===== src/rtl/vga_palette_mixer.sv =====
// Final VGA colour stage: palette lookup, scanline darkening and palette banner overlay.
// Banner counter and swatch overlay are built only when PALETTE_MIXER_BANNER_EN is defined.
module vga_palette_mixer #(
   parameter int unsigned BANNER_FRAMES = 120,
   parameter int unsigned BANNER_X      = 64,
   parameter int unsigned BANNER_Y      = 48
) (
   input  logic       clkvga,
   input  logic       rst_n,
   input  logic       ce_2pix,
   input  logic       scanlines,
   input  logic [1:0] palette_sel,
   input  logic       hs_in,
   input  logic       vs_in,
   input  logic [3:0] v_in,
   input  logic [9:0] pixel_x,
   input  logic [9:0] pixel_y,
   output logic [2:0] r_out,
   output logic [2:0] g_out,
   output logic [2:0] b_out,
   output logic       hs_out,
   output logic       vs_out
);

   // Stage 1
   logic [3:0] v_q;
   logic       hs1_q, vs1_q, dark_q;
   // Active palette
   logic [1:0] pal_q, pal_d;
   // Stage 2
   logic [2:0] r_q, g_q, b_q, r_d, g_d, b_d;
   logic       hs2_q, vs2_q;

   logic       vs_rise;
   logic [3:0] idx;
   logic [2:0] h;

`ifdef PALETTE_MIXER_BANNER_EN
   localparam logic [9:0] BannerX      = 10'(BANNER_X);
   localparam logic [9:0] BannerY      = 10'(BANNER_Y);
   localparam logic [7:0] BannerFrames = 8'(BANNER_FRAMES);

   logic [9:0] dx, dy;
   logic       in_banner_d, in_banner_q;
   logic [3:0] swatch_d, swatch_q;
   logic [7:0] cnt_q, cnt_d;

   // 10-bit wrapping subtraction keeps coordinates left of / above the banner out of range.
   always_comb begin
      dx          = pixel_x - BannerX;
      dy          = pixel_y - BannerY;
      in_banner_d = (dx < 10'd64) && (dy < 10'd16);
      swatch_d    = dx[5:2];
   end
`else
   logic unused_pix;
   assign unused_pix = ^{pixel_x, pixel_y[9:1]};
`endif

   // vs1_q holds vs_in from the previous enabled tick.
   assign vs_rise = vs_in & ~vs1_q;

   always_comb begin
      pal_d = pal_q;
`ifdef PALETTE_MIXER_BANNER_EN
      cnt_d = cnt_q;
`endif
      if (vs_rise) begin
         if (palette_sel != pal_q) begin
            pal_d = palette_sel;
`ifdef PALETTE_MIXER_BANNER_EN
            cnt_d = BannerFrames;
`endif
         end
`ifdef PALETTE_MIXER_BANNER_EN
         else if (cnt_q != 8'd0) begin
            cnt_d = cnt_q - 8'd1;
         end
`endif
      end
   end

   always_comb begin
      idx = v_q;
`ifdef PALETTE_MIXER_BANNER_EN
      if (in_banner_q && (cnt_q != 8'd0)) idx = swatch_q;
`endif
      h = 3'(idx >> 1);
      r_d = h;
      g_d = h;
      b_d = h;
      unique case (pal_q)
         2'd0: ;
         2'd1: begin
            r_d = 3'd0;
            b_d = 3'd0;
         end
         2'd2: begin
            g_d = h >> 1;
            b_d = 3'd0;
         end
         2'd3: begin
            r_d = 3'd7 - h;
            g_d = 3'd7 - h;
            b_d = 3'd7 - h;
         end
      endcase
      if (dark_q) begin
         r_d = r_d >> 1;
         g_d = g_d >> 1;
         b_d = b_d >> 1;
      end
   end

   always_ff @(posedge clkvga or negedge rst_n) begin
      if (!rst_n) begin
         v_q         <= '0;
         hs1_q       <= 1'b0;
         vs1_q       <= 1'b0;
         dark_q      <= 1'b0;
         pal_q       <= '0;
         r_q         <= '0;
         g_q         <= '0;
         b_q         <= '0;
         hs2_q       <= 1'b0;
         vs2_q       <= 1'b0;
`ifdef PALETTE_MIXER_BANNER_EN
         in_banner_q <= 1'b0;
         swatch_q    <= '0;
         cnt_q       <= '0;
`endif
      end else if (ce_2pix) begin
         v_q         <= v_in;
         hs1_q       <= hs_in;
         vs1_q       <= vs_in;
         dark_q      <= scanlines & pixel_y[0];
         pal_q       <= pal_d;
         r_q         <= r_d;
         g_q         <= g_d;
         b_q         <= b_d;
         hs2_q       <= hs1_q;
         vs2_q       <= vs1_q;
`ifdef PALETTE_MIXER_BANNER_EN
         in_banner_q <= in_banner_d;
         swatch_q    <= swatch_d;
         cnt_q       <= cnt_d;
`endif
      end
   end

   assign r_out  = r_q;
   assign g_out  = g_q;
   assign b_out  = b_q;
   assign hs_out = hs2_q;
   assign vs_out = vs2_q;

endmodule

===== config.mk =====
export PLATFORM = sky130hd
export DESIGN_NAME = vga_palette_mixer
export DESIGN_NICKNAME = d
export VERILOG_FILES = /design/src/rtl/vga_palette_mixer.sv
export SDC_FILE = /design/constraint.sdc
export NUM_CORES = 1
export LEC_CHECK = 0
export CORE_MARGIN = 4
export CORE_UTILIZATION = 25
export DETAILED_ROUTE_END_ITERATION = 8
export PLACE_DENSITY = 0.61
export SYNTH_ARGS = -nofsm -noshare
export SYNTH_HDL_FRONTEND = slang
export SYNTH_SLANG_ARGS = --single-unit

===== constraint.sdc =====
create_clock -name clkvga -period 1.6 [get_ports clkvga]
set_input_delay 0.24 -clock clkvga [delete_from_list [all_inputs] [get_ports clkvga]]
set_output_delay 0.24 -clock clkvga [all_outputs]
set_load 0.01 [all_outputs]

==> impl_results.rst <==
.. list-table::
   :header-rows: 1

   * - Metric
     - Value
   * - Result of the run
     - finished, final reports clean
   * - Largest stage delay, worst path
     - 550 ps
   * - Critical-path cell with the highest stage delay
     - sky130_fd_sc_hd__clkdlybuf4s50_1
   * - Fin Setup TNS
     - 0 ps
   * - Root buffer selected by CTS
     - sky130_fd_sc_hd__clkbuf_4
   * - Estimated wirelength of the detail-placed design
     - between 1000 and 1500 um
   * - Vertical extent of the die
     - between 60 and 70 um
   * - Largest net degree at the start of global routing
     - 21
   * - Initial cell density of the core
     - 0.265
   * - Unique cell type count in the Yosys netlist
     - 23
   * - Category of the worst setup path capture point
     - output port
   * - Final layout net count
     - between 100 and 150
   * - Required time of the worst setup path
     - ~1400 ps
   * - Sequence of cells on the critical path
     - clkdlybuf4s50_1
   * - Cell count of the worst reg-to-reg path
     - 3
   * - Crit-path leading delay family
     - buffers and inverters
   * - Mapped Avg Cell Area
     - 11.2 sq um
   * - Initial DRC count
     - 11
   * - Sinks on Clock Net
     - 19
   * - Post-CTS Setup Inserts
     - 0
   * - Number of resized instances in the post-cts repair step
     - 0
   * - Min Tclk post-route
     - 1470 ps
   * - Reg-to-Reg End
     - r_out[0]$_DFFE_PN0P_
   * - Max Clock Freq
     - a little under 700 MHz
   * - I/O Pins
     - between 40 and 50
   * - Max-slew violations
     - 0
   * - Number of standard cells after synthesis
     - 80
   * - Post-cts hold buffer count
     - 0
   * - Number of buffers added by the clock tree synthesis step
     - 3
   * - Worst-case headroom to the max-slew limit
     - 0.779
   * - Routed wirelength normalized by instance count
     - between 10 and 15 um
   * - Number of nets with antenna violations after detailed routing
     - 0
   * - Row Count
     - 21
   * - Kind of path behind the tightest hold check
     - in2async
   * - Overall die width
     - 67.9 um
   * - Critical Path Source
     - r_out[1]$_DFFE_PN0P_
   * - First-pass GRT wire length
     - ~3200 um
   * - Length of the first detailed-routing pass in iterations
     - 4
   * - Share of the yosys chip area belonging to registers
     - 0.530
   * - # setup viols final
     - 0
   * - Source-to-sink clock delay at the later pin of the worst-skew pair
     - 300 ps
   * - Total of fill cells in the finished design
     - approximately 350
   * - Most frequent cells in the layout
     - sky130_fd_sc_hd__clkdlybuf4s50_1 (22), sky130_fd_sc_hd__dfrtp_1 (19), sky130_fd_sc_hd__mux2_2 (9)
   * - Vias per std cell
     - between 4 and 5
   * - Flop and latch count out of synthesis
     - 19
   * - Clock tree buffer depth
     - 2
   * - Least-Margin Pin Slew
     - 323 ps
   * - Footprint of the multi-input gates
     - around 380 sq um
   * - Layout cell share with drive strength beyond 1
     - 0.187
   * - Setup repair after global routing missed its margin
     - false
   * - Final Hold Viols
     - 0
   * - Final core utilization
     - 0.361
   * - Area taken by flip-flops and latches
     - approximately 480 sq um
   * - PnR Total Power
     - around 0.0013 W
   * - Vias in the first global route
     - 759
   * - CTS clock-pin slew for the worst setup and hold paths
     - about 110 ps
   * - Residual DRC
     - 0
   * - Commonest non-fill, non-tap cell in the layout
     - sky130_fd_sc_hd__clkdlybuf4s50_1
   * - H-tree Lvls
     - 1
   * - CP arrival
     - ~1200 ps
   * - CTS tree
     - done
   * - Share of the clock period used by the worst path after layout
     - 0.916
   * - Total detailed-routing wirelength
     - 1870 um
   * - Power density over cell area
     - 1040 mW/mm^2
   * - Launch instance of the worst register-to-register path
     - dark_q$_DFFE_PN0P_
   * - Maximum Capacitance Violations
     - 0
   * - Post-synthesis instance area
     - 897 sq um
   * - Yosys Warn Count
     - 0
   * - Ant diodes
     - 0
   * - Global placement routability congestion
     - around 0.77
   * - Total grt overflow
     - 0
   * - Number of antenna violations at the first check in global routing
     - 0
   * - Maximum resistive drop on vdd
     - roughly 0.00046 V
   * - Syn nets
     - between 100 and 150
   * - Number of buffers inserted by port buffering
     - 22
   * - Core Footprint
     - 0.00339 sq mm
   * - Die Footprint
     - 0.00461 sq mm
   * - Setup slack, reg-to-reg
     - between 200 and 300 ps
   * - Via count
     - approximately 680
   * - Overall routing resource usage
     - 0.0918
   * - Total buffers and inverters traversed by the critical path
     - 1
   * - Critical Path Source Type
     - register
   * - Static power due to leakage
     - just over 0.5 nW
   * - Signed area change from the synthesized netlist to the final layout
     - 36.3%
   * - Worst Path Max Fanout
     - 2
   * - Critical path class
     - reg2out
   * - Clock Skews
     - 10.9 ps
layer usage:
metal,up-vias,track usage,wire length [um]
li1,332,-,-
met1,333,0.107,834
met4,0,0.0372,17
met3,2,0.0197,79
met2,16,0.163,939
met5,-,0,0
where the power goes:
group	leakage [nW]	switching, W	internal [W]	total [W]
clock	0.0177	0.000147	0.0000930	0.000240
combinational	0.273	0.000165	0.000236	0.000401
sequential	0.228	0.0000726	0.000560	0.000633
state kept, by name, summed over array words and instances, names as in the netlist:
| signal | flops |
|---|---|
| vs1_q | 1 |
| vs_out | 1 |
| pal_q | 2 |
| hs_out | 1 |
| r_out | 3 |
| g_out | 3 |
| dark_q | 1 |
| b_out | 3 |
| hs1_q | 1 |
| idx | 3 |
per-stage QoR:
step / area (sq um) / std cells / setup slack [ps] / hold WS, ps
2_1_floorplan: 897 / 80 / 505 / -55.6
3_3_place_gp: 1190 / 149 / 134 / 484
3_5_place_dp: 1190 / 149 / 119 / 505
4_1_cts: 1220 / 153 / 123 / 256
5_1_grt: 1220 / 153 / 80.9 / 259
6_report: 1220 / 153 / 134 / 256
cells in the mapped netlist:
master / number / area, sq um
sky130_fd_sc_hd__mux2i_2: 1 / 13.8
sky130_fd_sc_hd__a211o_1: 1 / 8.76
sky130_fd_sc_hd__nand2b_1: 2 / 12.5
sky130_fd_sc_hd__nor2b_1: 1 / 6.26
sky130_fd_sc_hd__buf_4: 3 / 22.5
sky130_fd_sc_hd__nand3b_1: 1 / 7.51
sky130_fd_sc_hd__a31o_1: 1 / 8.76
sky130_fd_sc_hd__mux2i_1: 5 / 50.1
sky130_fd_sc_hd__o22ai_1: 4 / 25.0
sky130_fd_sc_hd__mux2_2: 9 / 101
sky130_fd_sc_hd__and2_2: 1 / 7.51
sky130_fd_sc_hd__and3b_1: 1 / 8.76
sky130_fd_sc_hd__o21ai_0: 1 / 5.00
sky130_fd_sc_hd__and2_1: 3 / 18.8
sky130_fd_sc_hd__a21oi_1: 7 / 35.0
sky130_fd_sc_hd__o21a_1: 1 / 7.51
sky130_fd_sc_hd__inv_2: 1 / 3.75
sky130_fd_sc_hd__nor2_1: 8 / 30.0
sky130_fd_sc_hd__inv_1: 5 / 18.8
sky130_fd_sc_hd__dfrtp_1: 19 / 475
sky130_fd_sc_hd__nand2_1: 2 / 7.51
sky130_fd_sc_hd__o311ai_1: 2 / 17.5
sky130_fd_sc_hd__nand3_1: 1 / 5.00
kinds of logic after synthesis:
logic type	synth area share
buf+inv	0.0502
flops	0.530
simple gates	0.116
compound gates	0.120
mux	0.184
worst max-delay path by stage:
stage                           end  cells after the start  slack, ps
2_1_floorplan  b_out[1]$_DFFE_PN0P_                      3        500
3_5_place_dp     hs_out$_DFFE_PN0P_                      3        120
3_3_place_gp     hs_out$_DFFE_PN0P_                      3        130
4_1_cts                    r_out[1]                      1        120
6_report                   r_out[1]                      1        130
5_1_grt                    r_out[2]                      1         80
worst reg2reg max path, stage by stage, from the launching register on:
cell and delay (ps):
sky130_fd_sc_hd__dfrtp_1 460, sky130_fd_sc_hd__mux2i_1 360, sky130_fd_sc_hd__mux2i_1 280, sky130_fd_sc_hd__a21oi_1 100
area by class of cell:
cell class              instances  area share
flip-flops and latches         19       0.389
well taps                      46      0.0471
repair buffers                 26       0.215
inverters                       6      0.0184
multi-input cells              52       0.308
clock buffers                   3      0.0184
clock inverters                 1     0.00409
No activity file was read; power rests on OpenSTA's default activity.
